--- src/rtl/ahb_interconnect.sv ---
// ahb_interconnect
// Single-master AHB-Lite interconnect for three slaves plus a default slave,
// with a data-phase watchdog that aborts a transfer stalled for too long.
//
// Parameters
//   TIMEOUT      consecutive data-phase wait cycles tolerated before the abort
//                (legal range 2..255)
// Ports
//   hclk         system clock, rising edge
//   hreset       asynchronous active-high reset
//   haddr        address-phase address (bits 31:28 decode the target)
//   htrans       transfer type; bit 1 marks NONSEQ/SEQ
//   hsel_s       one-hot select to slaves 0..2
//   hsel_d       select to the default slave
//   hrdata_s0..2, hrdata_d         slave read data
//   hreadyout_s, hreadyout_d       slave ready
//   hresp_s, hresp_d               slave response (1 = ERROR)
//   hrdata       muxed read data to the master
//   hready       muxed ready, broadcast to master and slaves
//   hresp        muxed response to the master
//   timeout_irq  one-cycle pulse in the second cycle of a watchdog abort
module ahb_interconnect #(
  parameter int unsigned TIMEOUT = 16
) (
  input  logic        hclk,
  input  logic        hreset,
  input  logic [31:0] haddr,
  input  logic [1:0]  htrans,
  output logic [2:0]  hsel_s,
  output logic        hsel_d,
  input  logic [63:0] hrdata_s0,
  input  logic [63:0] hrdata_s1,
  input  logic [63:0] hrdata_s2,
  input  logic [63:0] hrdata_d,
  input  logic [2:0]  hreadyout_s,
  input  logic        hreadyout_d,
  input  logic [2:0]  hresp_s,
  input  logic        hresp_d,
  output logic [63:0] hrdata,
  output logic        hready,
  output logic        hresp,
  output logic        timeout_irq
);

  typedef enum logic [2:0] {
    DSEL_S0   = 3'd0,
    DSEL_S1   = 3'd1,
    DSEL_S2   = 3'd2,
    DSEL_D    = 3'd3,
    DSEL_NONE = 3'd4
  } dsel_t;

  typedef enum logic [1:0] {
    ST_NORMAL = 2'd0,
    ST_ERR1   = 2'd1,
    ST_ERR2   = 2'd2
  } wd_state_t;

  localparam logic [7:0] TIMEOUT_M1 = 8'(TIMEOUT - 1);

  dsel_t      dec_s;
  dsel_t      dsel_r;
  dsel_t      dsel_nxt_s;
  wd_state_t  state_r;
  wd_state_t  state_nxt_s;
  logic [7:0] wdcnt_r;
  logic [7:0] wdcnt_nxt_s;
  logic [63:0] slv_rdata_s;
  logic        slv_ready_s;
  logic        slv_resp_s;

  // Only the top address nibble and htrans[1] take part in routing.
  logic unused_inputs_s;
  assign unused_inputs_s = ^{haddr[27:0], htrans[0]};

  // Address decode and slave select, independent of htrans
  always_comb begin
    hsel_s = 3'b000;
    hsel_d = 1'b0;
    case (haddr[31:28])
      4'h0:    dec_s = DSEL_S0;
      4'h1:    dec_s = DSEL_S1;
      4'h2:    dec_s = DSEL_S2;
      default: dec_s = DSEL_D;
    endcase
    case (dec_s)
      DSEL_S0: hsel_s = 3'b001;
      DSEL_S1: hsel_s = 3'b010;
      DSEL_S2: hsel_s = 3'b100;
      default: hsel_d = 1'b1;
    endcase
  end

  // Data-phase slave mux; an idle data phase looks like a zero-wait OKAY
  always_comb begin
    case (dsel_r)
      DSEL_S0: begin
        slv_rdata_s = hrdata_s0;
        slv_ready_s = hreadyout_s[0];
        slv_resp_s  = hresp_s[0];
      end
      DSEL_S1: begin
        slv_rdata_s = hrdata_s1;
        slv_ready_s = hreadyout_s[1];
        slv_resp_s  = hresp_s[1];
      end
      DSEL_S2: begin
        slv_rdata_s = hrdata_s2;
        slv_ready_s = hreadyout_s[2];
        slv_resp_s  = hresp_s[2];
      end
      DSEL_D: begin
        slv_rdata_s = hrdata_d;
        slv_ready_s = hreadyout_d;
        slv_resp_s  = hresp_d;
      end
      default: begin
        slv_rdata_s = 64'd0;
        slv_ready_s = 1'b1;
        slv_resp_s  = 1'b0;
      end
    endcase
  end

  // Watchdog next state, counter and master-facing outputs
  always_comb begin
    state_nxt_s = state_r;
    wdcnt_nxt_s = wdcnt_r;
    hrdata      = slv_rdata_s;
    hready      = slv_ready_s;
    hresp       = slv_resp_s;
    timeout_irq = 1'b0;
    case (state_r)
      ST_NORMAL: begin
        // A ready in the last tolerated cycle takes the else branch and wins.
        if (!slv_ready_s) begin
          if (wdcnt_r == TIMEOUT_M1) begin
            state_nxt_s = ST_ERR1;
          end else begin
            wdcnt_nxt_s = wdcnt_r + 8'd1;
          end
        end else begin
          wdcnt_nxt_s = 8'd0;
        end
      end
      ST_ERR1: begin
        hrdata      = 64'd0;
        hready      = 1'b0;
        hresp       = 1'b1;
        wdcnt_nxt_s = 8'd0;
        state_nxt_s = ST_ERR2;
      end
      ST_ERR2: begin
        hrdata      = 64'd0;
        hready      = 1'b1;
        hresp       = 1'b1;
        timeout_irq = 1'b1;
        wdcnt_nxt_s = 8'd0;
        state_nxt_s = ST_NORMAL;
      end
      default: begin
        // Unreachable encoding: behave as an idle bus and recover.
        hrdata      = 64'd0;
        hready      = 1'b1;
        hresp       = 1'b0;
        wdcnt_nxt_s = 8'd0;
        state_nxt_s = ST_NORMAL;
      end
    endcase
  end

  // Data-phase select advances only when the bus is ready
  always_comb begin
    if (hready) begin
      if (htrans[1]) begin
        dsel_nxt_s = dec_s;
      end else begin
        dsel_nxt_s = DSEL_NONE;
      end
    end else begin
      dsel_nxt_s = dsel_r;
    end
  end

  // State registers with asynchronous reset
  always_ff @(posedge hclk or posedge hreset) begin
    if (hreset) begin
      dsel_r  <= DSEL_NONE;
      state_r <= ST_NORMAL;
      wdcnt_r <= 8'd0;
    end else begin
      dsel_r  <= dsel_nxt_s;
      state_r <= state_nxt_s;
      wdcnt_r <= wdcnt_nxt_s;
    end
  end

endmodule

--- config.mk ---
export PLATFORM = sky130hd
export DESIGN_NAME = ahb_interconnect
export DESIGN_NICKNAME = d
export VERILOG_FILES = /design/src/rtl/ahb_interconnect.sv
export SDC_FILE = /design/constraint.sdc
export NUM_CORES = 1
export LEC_CHECK = 0
export CAP_MARGIN = 10
export CORE_AREA = 2 2 143 145
export CTS_BUF_LIST = sky130_fd_sc_hd__clkbuf_8
export CTS_CLUSTER_DIAMETER = 150
export CTS_CLUSTER_SIZE = 40
export DETAILED_ROUTE_END_ITERATION = 10
export DIE_AREA = 0 0 145 147
export PLACE_DENSITY = 0.5
export SYNTH_ARGS = -nofsm -noshare
export SYNTH_HDL_FRONTEND = slang
export SYNTH_SLANG_ARGS = --single-unit
--- constraint.sdc ---
create_clock -name hclk -period 2.4 [get_ports hclk]
set_input_delay 0.72 -clock hclk [delete_from_list [all_inputs] [get_ports hclk]]
set_output_delay 0.72 -clock hclk [all_outputs]
set_load 0.02 [all_outputs]
# ---- Word-level counts from Yosys, hierarchy flattened
# Cells that the tools add are included.
dict set report totals {
  regBits 13
  in_bits 300
  out_inout_bits 71
  elab_cells 41
}
dict set report classes {
  addsub 1
  n_eq_ne 13
  n_mux 17
  reduce_logical 7
}
# cell n
set op_table {}
lappend op_table {{$pmux W64 S4} 1}
lappend op_table {{$mux W64} 1}
lappend op_table {{$mux W8} 3}
lappend op_table {{$eq A3 B2 Y1 const B} 3}
lappend op_table {{$pmux W3 S3} 1}
lappend op_table {{$add A8 B1 Y8 const B} 1}
lappend op_table {{$eq A8 B4 Y1 const B} 1}
lappend op_table {{$pmux W1 S4} 2}
lappend op_table {{$eq A3 B1 Y1 const B} 2}
lappend op_table {{$logic_not A3 Y1} 2}
lappend op_table {{$pmux W2 S3} 1}
lappend op_table {{$eq A4 B1 Y1 const B} 1}
lappend op_table {{$eq A4 B2 Y1 const B} 1}
lappend op_table {{$logic_not A4 Y1} 1}
lappend op_table {{$mux W2} 2}
lappend op_table {{$ne A2 B2 Y1 const B} 2}
lappend op_table {{$pmux W1 S2} 2}
lappend op_table {{$pmux W2 S2} 1}
lappend op_table {{$mux W3} 1}
lappend op_table {{$ne A3 B3 Y1 const B} 1}
lappend op_table {{$reduce_or A3 Y1} 1}
lappend op_table {{$eq A2 B1 Y1 const B} 1}
lappend op_table {{$eq A2 B2 Y1 const B} 1}
lappend op_table {{$logic_not A2 Y1} 1}
lappend op_table {{other kinds (3)} 4}

# ---- Logic depth before layout (Yosys ltp)
dict set report logic_depth {
  word_depth 5
  depth_mapped 6
  mapped_depth_nobuf 5
}

# ---- Worst setup path before layout
# OpenSTA, ideal clock, no wires.
dict set report synth_timing {
  path_type {reg2out}
  startpoint {register dsel_r[2]}
  endpoint {output hrdata[10]}
  t_arrival_ns 1.730
  required_time_ns 1.680
  path_slack_ns -0.050
  stages_incl_launch_ff 6
  n_path_buf 2
  cell_sequence {dfstp_2 -> clkbuf_1 -> nor3_2 -> clkbuf_1 -> a22oi_1 -> a21oi_1}
}
dict set report synth_via {
  elab_chain_len 3
  elab_cells_between_ends 6
  classes_between {eq/ne (3); mux (2); reduce/logical (1)}
}
# element line
set synth_rtl {}
lappend synth_rtl {{start: declaration} 62} ;# dsel_t dsel_r;
lappend synth_rtl {{start signal: assignment} 192} ;# dsel_r <= dsel_nxt_s;
lappend synth_rtl {{$eq A3 B2 Y1, or another cell as far along} 96} ;# case (dsel_r)
lappend synth_rtl {{$pmux W64 S4 (*)} 96}
lappend synth_rtl {{$mux W64 (*)} 133} ;# case (state_r)
lappend synth_rtl {{end: declaration} 39} ;# output logic [63:0] hrdata,
# Mark *: on every way between the ends. The rest lies on a longest branch, timed or not.

# ---- Worst setup path in the final report
dict set report layout_timing {
  startpoint {register dsel_r[2]}
  endpoint {output hrdata[63]}
}
# The elaborated chain is that of the path after synthesis.

==> results.tsv <==
stage	metric	value	unit
sta	fmax	0.389	GHz
clocking	CTS hold repair buffers	0	
place	Final GP Congestion	0.898	
place	DP HPWL	14.1	mm
grt	first-pass GRT wire length	27.8	mm
sta	Fin Clk Skew	0.00264	ns
logic_synthesis	library cells used by synthesis	40	
detailed_routing	DR vias/cell	4.59	
layout	most frequent cells in the layout	259 x clkdlybuf4s50_1, 71 x a22oi_2, 71 x buf_4	
power	worst vdd ir	0.202	mV
detailed_routing	Starting DRT DRC Count	194	
place	PortBufs	341	
critical_path	Setup crit start kind	flip-flop	
min_path	worst min path class	reg2reg	
sta	Slew headroom	0.652	
layout	layout cell share with drive strength beyond 1	0.401	
logic_synthesis	asr flop ratio synth	1.00	
logic_synthesis	synth warn	0	
detailed_routing	WL/cell	20.6	um
place	pre-CTS WS	-1.05	ns
clocking	CTS tree	yes	
logic_synthesis	number of flops mapped to enable cells by yosys	0	
logic_synthesis	sequential area share after synthesis	0.141	
min_path	Worst Hold Launch	wdcnt_r[1]	
detailed_routing	Routed WL	19.9	mm
critical_path	CP Capture Type	primary output	
clocking	CTS Root Buffer Type	clkbuf_8	
clocking	Clock Path Buffers	2	
sta	unrepaired setup endpoints after global routing	true	
logic_synthesis	cell area after synthesis	0.00232	mm^2
die	Rows	52	
sta	final setup vio count	66	
layout	commonest non-fill, non-tap cell in the layout	clkdlybuf4s50_1	
critical_path	CP required	1.68	ns
sta	Final Max Tran Viols	0	
sta	final hold slack	0.584	ns
logic_synthesis	Yosys reg bits	13	
detailed_routing	antenna viol nets, final	0	
layout	Final nets	1002	
flow_run	Max Cap Violations	0	
sta	Tightest Pin Transition	0.521	ns
critical_path	Critical Path AT	1.85	ns
clocking	Sink Count	13	
die	Die Y	147	um
layout	area delta synth->final	221	%
detailed_routing	DR vias	4432	
critical_path	crit path launch	dsel_r[2]	
logic_synthesis	Syn Nets	626	
critical_path	largest fanout on the critical path	19	
sta	ratio of final minimum period to clock period	1.07	
grt	gr ovfl total	0	
sta	Final Hold Fails	0	
grt	Tot GR Track Use	0.167	
die	die area	0.0213	mm^2
grt	number of global-route vias before repair	4665	
die	Core ar.	0.0198	mm^2
die	Die W	145	um
power	Pwr per Cell Area	657	mW/mm^2
run_status	failing checks	negative setup slack	
sta	setup ws final	-0.173	ns
clocking	worst skew pair latency	0.24	ns
detailed_routing	# DRC	0	
run_status	outcome	finished, violations left	
grt	largest net degree at the start of global routing	30	
grt	initial antenna violation count	0	
die	I/O Pins	371	
logic_synthesis	Post-Syn Instances	320	
logic_synthesis	syn_area_per_cell	7.25	um^2
logic_synthesis	most used flip-flop cell after synthesis	dfrtp_1	
layout	antenna cells	0	
clocking	TritonCTS Buffers	3	
detailed_routing	Initial DRT Pass Iterations	6	
clocking	clock-pin slew on the worst setup and hold paths	0.06	ns
critical_path	kind of critical path	reg2out	
power	Leak Pwr	2.67	nW
sta	Period minus WS final	2.57	ns
clocking	htree depth	1	
critical_path	worst r2r src	dsel_r[0]	
die	Initial Utilization	0.117	
where the power goes:
part	switching [mW]	internal [mW]	total [mW]
sequential	0.0383	0.251	0.289
clock	0.0775	0.113	0.190
combinational	2.16	2.25	4.42
metal layers:
layer,GRT usage,up-vias,wire length (um)
met3,0.0323,17,1570
met5,0,-,0
met1,0.201,2077,7970
met2,0.309,255,10100
met4,0.0342,0,269
li1,-,2083,-
repair_timing:
action,CTS,global route
endpoints found under the setup margin,70,67
cloned,5,7
gates resized for setup,425,75
setup buffers,14,1
pin swaps,16,36
worst max-delay path, stage by stage, from the launching register on:
cell and delay, ns:
dfstp_2 0.57, and3b_2 0.26, buf_6 0.14, buf_12 0.15
a22oi_2 0.22, a21oi_2 0.09, buf_4 0.16
Yosys cell counts, types with 4 or more instances:
cell,count,area share
or3_1,4,0.011
dfrtp_1,12,0.13
inv_1,5,0.0081
nand2_1,5,0.0081
buf_1,8,0.013
clkbuf_1,22,0.036
a22oi_1,129,0.42
a21oi_1,70,0.15
buf_2,8,0.017
ha_1,6,0.032
nor3_1,4,0.0086
o21ai_0,7,0.015
registers in the layout, summed over array words and instances, names as in the netlist:
| signal | count |
|---|---|
| state_r | 2 |
| wdcnt_r | 8 |
| dsel_r | 3 |
through the flow:
stage | area, um^2 | setup TNS, ns | utilization | std cells | power, mW
2_1_floorplan | 2450 | -0.755 | - | 320 | 1.94
3_3_place_gp | 6480 | -28.75 | 0.327 | 935 | 3.76
3_5_place_dp | 6480 | -28.94 | 0.327 | 935 | 3.77
4_1_cts | 7010 | -8.00 | 0.353 | 957 | 4.45
5_1_grt | 7460 | -13.25 | 0.376 | 965 | 5.15
6_report | 7460 | -8.09 | 0.376 | 965 | 4.90
area by class of cell:
class,instances,area [um^2]
inverter,5,18.8
clock buffer,3,41.3
sequential,13,329
timing repair buffer,410,4280
clock inverter,1,3.75
multi-input combinational,263,2450
fill,2017,12400
tap,270,338
worst paths after layout:
| path | to | slack [ns] | cells past startpoint |
|---|---|---|---|
| worst max-delay path | hrdata[63] | -0.17 | 6 |
| worst min-delay path | wdcnt_r[1] | 0.58 | 2 |
| worst max register to register | state_r[1] | 0.19 | 6 |
| worst min register to register | wdcnt_r[1] | 0.58 | 2 |
| max in group asynchronous | dsel_r[1] | 1.20 | 2 |
| min in group asynchronous | wdcnt_r[0] | 0.82 | 2 |
kinds of logic after synthesis:
group / share of synthesized area
muxes: 0.0243
DFF: 0.141
buffers and inverters: 0.0787
and+or+nand+nor: 0.105
adders and majority gates: 0.0323
AOI/OAI and AO/OA: 0.619
Power figures use the tool's default switching activity.
